## src/rtl/cube_pkg.sv

```systemverilog
// Shared sizes, byte type and FSM state encoding for the LED-cube frame buffer.
package cube_pkg;

    localparam int unsigned FRAME_BYTES = 64;
    localparam int unsigned ADDR_W      = $clog2(FRAME_BYTES);
    localparam int unsigned DATA_W      = 8;
    localparam int unsigned CNT_W       = 8;

    typedef logic [DATA_W-1:0] cube_byte_t;

    typedef enum logic {
        FILL = 1'b0,
        FULL = 1'b1
    } fb_state_e;

endpackage

```

## src/rtl/cube_frame_buffer_if.sv

```systemverilog
// Loader-to-buffer byte stream: valid/ready handshake with an end-of-frame marker.
interface cube_frame_buffer_if;
    import cube_pkg::*;

    logic       wr_valid;
    logic       wr_ready;
    cube_byte_t wr_data;
    logic       wr_last;

    modport master (output wr_valid, output wr_data, output wr_last, input wr_ready);
    modport slave  (input wr_valid, input wr_data, input wr_last, output wr_ready);

endinterface

```

## src/rtl/cube_frame_bank.sv

```systemverilog
// One frame of latch bytes: flop array, single write port, zero-latency read port.
module cube_frame_bank
    import cube_pkg::*;
(
    input  logic              clk,
    input  logic              rst_n,
    input  logic              we,
    input  logic [ADDR_W-1:0] waddr,
    input  cube_byte_t        wdata,
    input  logic [ADDR_W-1:0] raddr,
    output cube_byte_t        rdata_c
);

    cube_byte_t mem [FRAME_BYTES];

    // Reset clears the whole frame so the cube comes up dark.
    always_ff @(posedge clk or negedge rst_n) begin
        if (!rst_n) begin
            for (int unsigned i = 0; i < FRAME_BYTES; i++) begin
                mem[i] <= '0;
            end
        end else if (we) begin
            mem[waddr] <= wdata;
        end
    end

    assign rdata_c = mem[raddr];

endmodule

```

## src/rtl/cube_frame_buffer.sv

```systemverilog
// Double-buffered 64-byte frame store; the loader fills the back bank while the
// driver reads the front bank, and the banks swap only on a driver frame boundary.
module cube_frame_buffer
    import cube_pkg::*;
(
    input  logic                clk,
    input  logic                rst_n,
    cube_frame_buffer_if.slave  wr,
    input  logic                frame_boundary,
    input  logic [ADDR_W-1:0]   rd_addr,
    output cube_byte_t          rd_data,
    output logic                swap_pending,
    output logic [CNT_W-1:0]    frames_swapped,
    output logic                err_len,
    input  logic                err_clr
);

    fb_state_e         state;
    logic [ADDR_W-1:0] wr_ptr;
    logic              bank_sel;
    logic              accept_c;
    logic              at_end_c;
    logic              err_set_c;
    cube_byte_t        rdata0_c;
    cube_byte_t        rdata1_c;

    assign accept_c  = wr.wr_valid && wr.wr_ready;
    assign at_end_c  = (wr_ptr == ADDR_W'(FRAME_BYTES - 1));
    // Error: last marker on the wrong byte, or the final byte arrives unmarked.
    assign err_set_c = accept_c && (at_end_c ? !wr.wr_last : wr.wr_last);

    // Fill/swap FSM with write pointer, bank select and swap counter.
    always_ff @(posedge clk or negedge rst_n) begin
        if (!rst_n) begin
            state          <= FILL;
            wr_ptr         <= '0;
            bank_sel       <= 1'b0;
            wr.wr_ready    <= 1'b1;
            swap_pending   <= 1'b0;
            frames_swapped <= '0;
        end else begin
            case (state)
                FILL: begin
                    if (accept_c) begin
                        if (at_end_c) begin
                            wr_ptr       <= '0;
                            state        <= FULL;
                            wr.wr_ready  <= 1'b0;
                            swap_pending <= 1'b1;
                        end else if (wr.wr_last) begin
                            wr_ptr <= '0;
                        end else begin
                            wr_ptr <= wr_ptr + ADDR_W'(1);
                        end
                    end
                end
                FULL: begin
                    if (frame_boundary) begin
                        bank_sel       <= ~bank_sel;
                        frames_swapped <= frames_swapped + CNT_W'(1);
                        state          <= FILL;
                        wr.wr_ready    <= 1'b1;
                        swap_pending   <= 1'b0;
                    end
                end
                default: begin
                    state <= FILL;
                end
            endcase
        end
    end

    // Sticky length error; a new error outranks a simultaneous clear.
    always_ff @(posedge clk or negedge rst_n) begin
        if (!rst_n) begin
            err_len <= 1'b0;
        end else if (err_set_c) begin
            err_len <= 1'b1;
        end else if (err_clr) begin
            err_len <= 1'b0;
        end
    end

    cube_frame_bank u_bank0 (
        .clk     (clk),
        .rst_n   (rst_n),
        .we      (accept_c && bank_sel),
        .waddr   (wr_ptr),
        .wdata   (wr.wr_data),
        .raddr   (rd_addr),
        .rdata_c (rdata0_c)
    );

    cube_frame_bank u_bank1 (
        .clk     (clk),
        .rst_n   (rst_n),
        .we      (accept_c && !bank_sel),
        .waddr   (wr_ptr),
        .wdata   (wr.wr_data),
        .raddr   (rd_addr),
        .rdata_c (rdata1_c)
    );

    assign rd_data = bank_sel ? rdata1_c : rdata0_c;

endmodule
```

## src/flat_wrapper.sv

```systemverilog
// flat-port wrapper written by rule: the top's interface ports become plain ports
module cube_frame_buffer_flat import cube_pkg::*;
  (clk, rst_n, frame_boundary, rd_addr, rd_data, swap_pending, frames_swapped, err_len, err_clr, wr_wr_valid, wr_wr_data, wr_wr_last, wr_wr_ready);
  cube_frame_buffer_if wr_i ();
  input  logic clk;
  input  logic rst_n;
  input  logic frame_boundary;
  input  logic [ADDR_W-1:0] rd_addr;
  output cube_byte_t rd_data;
  output logic swap_pending;
  output logic [CNT_W-1:0] frames_swapped;
  output logic err_len;
  input  logic err_clr;
  input wire logic [$bits(wr_i.wr_valid)-1:0] wr_wr_valid;
  input wire logic [$bits(wr_i.wr_data)-1:0] wr_wr_data;
  input wire logic [$bits(wr_i.wr_last)-1:0] wr_wr_last;
  output wire logic [$bits(wr_i.wr_ready)-1:0] wr_wr_ready;
  assign wr_i.wr_valid = wr_wr_valid;
  assign wr_i.wr_data = wr_wr_data;
  assign wr_i.wr_last = wr_wr_last;
  assign wr_wr_ready = wr_i.wr_ready;
  cube_frame_buffer u_core (.clk(clk), .rst_n(rst_n), .wr(wr_i), .frame_boundary(frame_boundary), .rd_addr(rd_addr), .rd_data(rd_data), .swap_pending(swap_pending), .frames_swapped(frames_swapped), .err_len(err_len), .err_clr(err_clr));
endmodule
```

## config.mk

```make
export PLATFORM = sky130hd
export DESIGN_NAME = cube_frame_buffer_flat
export DESIGN_NICKNAME = d
export VERILOG_FILES = /design/src/rtl/cube_pkg.sv /design/src/rtl/cube_frame_buffer_if.sv /design/src/rtl/cube_frame_bank.sv /design/src/rtl/cube_frame_buffer.sv /design/src/flat_wrapper.sv
export SDC_FILE = /design/constraint.sdc
export NUM_CORES = 2
export LEC_CHECK = 0
export ABC_AREA = 1
export BUFFER_PORTS_ARGS = -buffer_cell sky130_fd_sc_hd__buf_2
export CAP_MARGIN = 15
export CORE_UTILIZATION = 35
export DETAILED_ROUTE_END_ITERATION = 8
export GPL_TIMING_DRIVEN = 0
export SLEW_MARGIN = 0
export SYNTH_ARGS = -nofsm -noshare
export SYNTH_HDL_FRONTEND = slang
export SYNTH_HIERARCHICAL = 1
export SYNTH_SLANG_ARGS = --single-unit
```

## constraint.sdc

```tcl
create_clock -name clk -period 2.2 [get_ports clk]
set_input_delay 0.11 -clock clk [delete_from_list [all_inputs] [get_ports clk]]
set_output_delay 0.11 -clock clk [all_outputs]
set_load 0.02 [all_outputs]
```

Yosys cells after proc, flatten, opt, wreduce, memory -nomap -nowiden
Cells that the tools add are included.
- flip-flop bits (word level): 1043
- logic and storage cells: 187
- output and inout port bits: 19
- reductions and logical operators: 11
- equal/unequal tests: 4
- $add $sub $neg: 2
- order comparisons: 3
- bitwise operators: 4
- multiplexer cells: 28
- operators with widths (cell ; number):
    512-bit bitwise mux ; 2
    8-bit binary-select mux with 6-bit select ; 2
    8-bit demux with 6-bit select ; 1
    8-bit two-way mux ; 6
    7-bit greater-or-equal comparator (second input constant) ; 2
    6-bit inverter with 7-bit output ; 2
    1-bit two-way mux ; 12
    6-bit two-way mux ; 2
    8-bit by 1-bit adder with 8-bit output (second input constant) ; 1
    7-bit by 1-bit < comparator with 1-bit output (second input constant) ; 1
    6-bit by 1-bit adder with 6-bit output (second input constant) ; 1
    6-bit equality test (second input constant) ; 1
    1-bit one-hot mux with 2 select lines ; 3
    1-bit logical AND ; 5
    2-bit by 1-bit inequality test with 1-bit output (second input constant) ; 2
    2-bit AND reduction ; 2
    3-bit AND reduction ; 1
    1-bit zero test ; 2
    2-bit inequality test (second input constant) ; 1
    1-bit inverter ; 2
    2-bit nonzero test ; 1

Longest topological paths before layout
- depth after elaboration: 6
- depth in mapped cells: 14
- mapped depth without buffers: 11

Modules after synthesis
Netlist, hierarchy kept.
- modules (own cells, without submodules) (module ; area each (um^2) ; times used ; cells each):
    cube_frame_bank ; 23413.7 ; 2 ; 2954
    cube_frame_buffer ; 1041.0 ; 1 ; 128

Least setup slack after synthesis
OpenSTA, ideal clock, no wires.
- path kind: register to register
- start point: register u_core.bank_sel
- end point: register u_core/u_bank0/mem[430] in the netlist's numbering
- cell stages (with the launch flop): 10
- slack: -0.004 ns
- period minus slack after synthesis: 2.204 ns
- data arrival time: 2.070 ns
- cell sequence: dfrtp_1 > buf_2 > clkinv_1 > nor2_1 > inv_1 > nor3_2 > nand2_1 > clkbuf_1 > nand2_1 > o21ai_0
- longest elaborated chain between the ends: 1
- RTL lines (what ; RTL line ; text):
    start: declaration ; cube_frame_buffer.sv:20 ; logic bank_sel;
    start signal: assignment ; cube_frame_buffer.sv:59 ; bank_sel <= ~bank_sel;
    1-bit logical AND ; cube_frame_buffer.sv:87 ; .we (accept_c && bank_sel),
    end signal: indexed assignment ; cube_frame_bank.sv:23 ; mem[waddr] <= wdata;
    end: declaration ; cube_frame_bank.sv:14 ; cube_byte_t mem [FRAME_BYTES];
No other way between the ends.
A chain may end at the register's enable or synchronous reset.

Worst setup path in the final report
- start point: input port rd_addr[1]
- end point: output port rd_data[4]
- longest elaborated chain between the ends: 5
- elaborated cells on any way between the ends: 8
- RTL lines (what ; RTL line ; text):
    start: declaration ; flat_wrapper.sv:8 ; input logic [ADDR_W-1:0] rd_addr;
    6-bit inverter with 7-bit output (implied by the code) ; cube_frame_bank.sv:27 ; assign rdata_c = mem[raddr];
    8-bit binary-select mux with 6-bit select ; cube_frame_bank.sv:27 ;
    8-bit two-way mux (implied by the code) (2 in series) ; cube_frame_bank.sv:27 ;
    net u_core.rdata1_c[4] ; cube_frame_buffer.sv:25 ; cube_byte_t rdata1_c;
    8-bit two-way mux ; cube_frame_buffer.sv:104 ; assign rd_data = bank_sel ? rdata1_c : rdata0_c;
    end: declaration ; flat_wrapper.sv:9 ; output cube_byte_t rd_data;
The timed path passes the listed nets, and every way through them passes these cells. The select of a mux whose other input is x is not followed.

==> impl_metrics.csv <==
group,metric,value,unit
floorplan,die_area,138000,um^2
clocking,clk_pin_slew,0.06,ns
synth,ys_ff_latch,1043,
placed_design,dp_slack,-1.54,ns
clocking,worstSkewPairLatency,0.73,ns
floorplan,die_x,372,um
routing,via_count,46600,
cells_and_area,fin_nets,6466,
power_and_ir_drop,swShare,0.285,
grt,overflow,0,
timing,worst_hold_slack,-0.688,ns
clocking,cts_tree,"done",
cells_and_area,stdcell_area,63000,um^2
synth,synthTopCellsByArea,"dfrtp_1 (54%), nand2_1 (18%), nand3_1 (9.1%)",
synth,synth_top_area_cell,"dfrtp_1",
routing,viasPerCell,5.60,
clocking,clk_path_buf_depth,3,
routing,routedWlPerCell,23.5,um
floorplan,core-area,136000,um^2
synth,yosysSeqAreaShare,0.545,
placed_design,hpwl,135,mm
timing,setup_tns,-14.17,ns
grt,grt_max_degree,150,
synth,yosys-top-cells-count,"nand2_1 (2285), dfrtp_1 (1042), nand3_1 (870)",
cells_and_area,drive_gt1_frac,0.252,
worst_hold_path,hold_path_class,"input pin to asynchronous set/reset pin",
cells_and_area,syn2layout_area_growth,31.5,%
setup_path,critPathRequiredTime,2.09,ns
timing,finalHoldViolCount,380,
synth,synth.top_cell.area_share,0.545,
routing,firstDrtPassIters,6,
grt,grtUsageTotal,0.274,
timing,fmaxAchievable,0.402,GHz
synth,synth_top_family_by_area,"simple AND/OR/NAND/NOR gates",
timing,setup-violations-final,253,
power_and_ir_drop,ir_drop,0.696,mV
setup_path,cp_max_fo,10,
clocking,cts-root-buf,"clkbuf_16",
setup_path,crit_slowest_cell,"clkbuf_2",
timing,slew_headroom,0.269,
synth,synth-compound-area-share,0.108,
power_and_ir_drop,combinationalPowerShare,0.137,
timing,rsz0062_at_grt,"true",
synth,dominantRegCellSynth,"dfrtp_1",
clocking,numCtsBuffers,112,
routing,ant_nets,0,
power_and_ir_drop,p_int,33.8,mW
power_and_ir_drop,pwr-share-seq,0.449,
flow_run,cap_violations,0,
power_and_ir_drop,power,47.3,mW
clocking,cts.sinks,1043,
routing,route.detailed.drc,0,
synth,synth_cell_types,34,
placed_design,port_buffers,34,
routing,drt_iter0_drc,5839,
setup_path,crit_type,"input pin to primary output",
power_and_ir_drop,leakagePower,28.2,nW
setup_path,crit_arrival,2.38,ns
setup_path,path_buf_inv,5,
setup_path,cp_slowest_stage_delay,0.42,ns
setup_path,start_kind,"input pin",
outcome,outcome,"finished, violations left",
setup_path,cp-end-kind,"primary output",
power_and_ir_drop,power_density,750,nW/um^2
synth,synth_cells,6036,
synth,avgSynthCellArea,7.93,um^2
timing,tightestPinTransition,1.10,ns
synth,synth_edf_count,0,
grt,grt_pass1_vias,42900,
timing,fin_crit,2.49,ns
placed_design,gp_congestion,0.981,
floorplan,start_util,0.353,
setup_path,cpLargestDelayFamily,"buffers and inverters",
synth,ys_async_sr_fraction,1.00,
outcome,violations,"hold timing, setup timing",
timing,fin_crit_sh,1.13,
synth,synth_xor_area_frac,0.00128,
timing,maxSlewViolCount,0,
timing,worst_clock_skew,0.0276,ns
synth,synth_mux_area_frac,0.000235,
synth,synth.most_common_cell,"nand2_1",
placed_design,placed_area,50600,um^2
synth,synth_fp_nets,6058,
floorplan,rows,135,
routing,routed_wl,196,mm
timing,setup_ws,-0.290,ns
synth,synth_warnings,6,
synth,synthAdderAreaFrac,0.000523,
power_and_ir_drop,power.switching,13.5,mW
synth,synthesis.area,47900,um^2
power_and_ir_drop,clkPwrFrac,0.414,
floorplan,ios,39,
grt,antenna_found_initial,9,
clocking,h-tree-depth,3,
setup_path,crit_chain,"buf_2, inv_1, clkbuf_2, clkbuf_2, nand3_1, nand3_2, nand2_1, nand2_1, nand3_2, nand3_4, nand2_2, nand2_2, nand2_4, buf_6",
floorplan,die_y,372,um
synth,synth-simple-area-share,0.301,
grt,grt_pass1_wl,282,mm
[kinds of logic after synthesis]
family,after synthesis
adder cells (fa/ha/maj),2
AO/OA/AOI/OAI,1034
AND/OR/NAND/NOR,3436
buffers and inverters,513
XOR/XNOR,7
flip-flops,1043
multiplexers,1
[layout make-up]
| class | instances | area (um^2) |
|---|---|---|
| Multi-Input combinational cell | 4487 | 24200 |
| Timing Repair Buffer | 311 | 3660 |
| Clock inverter | 35 | 408 |
| Sequential cell | 1043 | 26100 |
| Buffer | 421 | 2740 |
| Antenna cell | 3 | 7.51 |
| Fill cell | 13100 | 72700 |
| Clock buffer | 170 | 3370 |
| Tap cell | 1781 | 2230 |
| Inverter | 68 | 268 |
[power by group through the flow]
stage / clock (mW) / combinational [mW] / sequential, mW
3_3_place_gp: 0 / 5.05 / 21.5
4_1_cts: 19.8 / 5.75 / 21.2
6_report: 19.6 / 6.49 / 21.2
2_1_floorplan: 0 / 2.93 / 21.3
3_5_place_dp: 0 / 5.18 / 21.5
5_1_grt: 20.5 / 6.93 / 21.3
[worst register-to-register path, stage by stage, from the launching register on]
cell and delay [ns]:
dfstp_2 0.55, nand2_4 0.11, nor2_4 0.18, clkinvlp_4 0.15
buf_12 0.17, nor4_4 0.33, buf_6 0.26, buf_12 0.15
nand2_8 0.07, buf_8 0.15, nand2_2 0.04, o21ai_1 0.05
[placed cells by master, fill, tap and decap left out, types with 193 or more instances in the layout]
| cell type | count |
|---|---|
| o21ai_0 | 426 |
| nand3_1 | 645 |
| o21ai_1 | 216 |
| nand3_2 | 208 |
| o21ai_2 | 197 |
| nor2_1 | 198 |
| nand2_2 | 226 |
| nand2_1 | 1928 |
| a21oi_1 | 193 |
| dfrtp_1 | 1036 |
[path summary, 6_finish.rpt]
path	start	end	cells after the start	slack (ns)
setup / recovery	rd_addr[1]	rd_data[4]	14	-0.29
hold / removal	rst_n	u_core/u_bank1/mem[468]$_DFFE_PN0P_	1	-0.69
setup reg to reg	u_core/wr.wr_ready$_DFFE_PN1P_	u_core/u_bank1/mem[109]$_DFFE_PN0P_	11	-0.16
hold reg to reg	u_core/u_bank1/mem[363]$_DFFE_PN0P_	u_core/u_bank1/mem[363]$_DFFE_PN0P_	2	0.48
max in group asynchronous	rst_n	u_core/u_bank0/mem[72]$_DFFE_PN0P_	4	0.67
min in group clk	wr_wr_data[5]	u_core/u_bank1/mem[5]$_DFFE_PN0P_	3	0.05
[registers in the layout (all words and copies together) (netlist names)]
register,count
u_core/u_bank0/mem,512
u_core/u_bank1/mem,512
u_core/wr.wr_ready,1
u_core/wr_ptr,6
u_core/err_len,1
u_core/swap_pending,1
u_core/bank_sel,1
u_core/state,1
u_core/frames_swapped,8
[stage by stage]
stage,util,cells
detailed placement,0.373,7865
floorplan,-,6036
CTS,0.432,8193
global placement,0.371,7851
global route,0.464,8319
finish,0.464,8319
[metal layers]
layer	GRT usage	wire, um
met5	0	25
met3	0.0605	20000
met4	0.104	7810
met1	0.387	81700
met2	0.409	86000
[repair_timing]
item / 4_1_cts / 5_1_grt
resized for setup: 1022 / 1184
gates cloned: 30 / 30
hold endpoints to repair: 450 / 132
hold buffers: 7 / 4
buffers inserted: 100 / 104
setup endpoints to repair: 1041 / 933
pin swaps: 107 / 117
(Power assumes the default switching activity.)
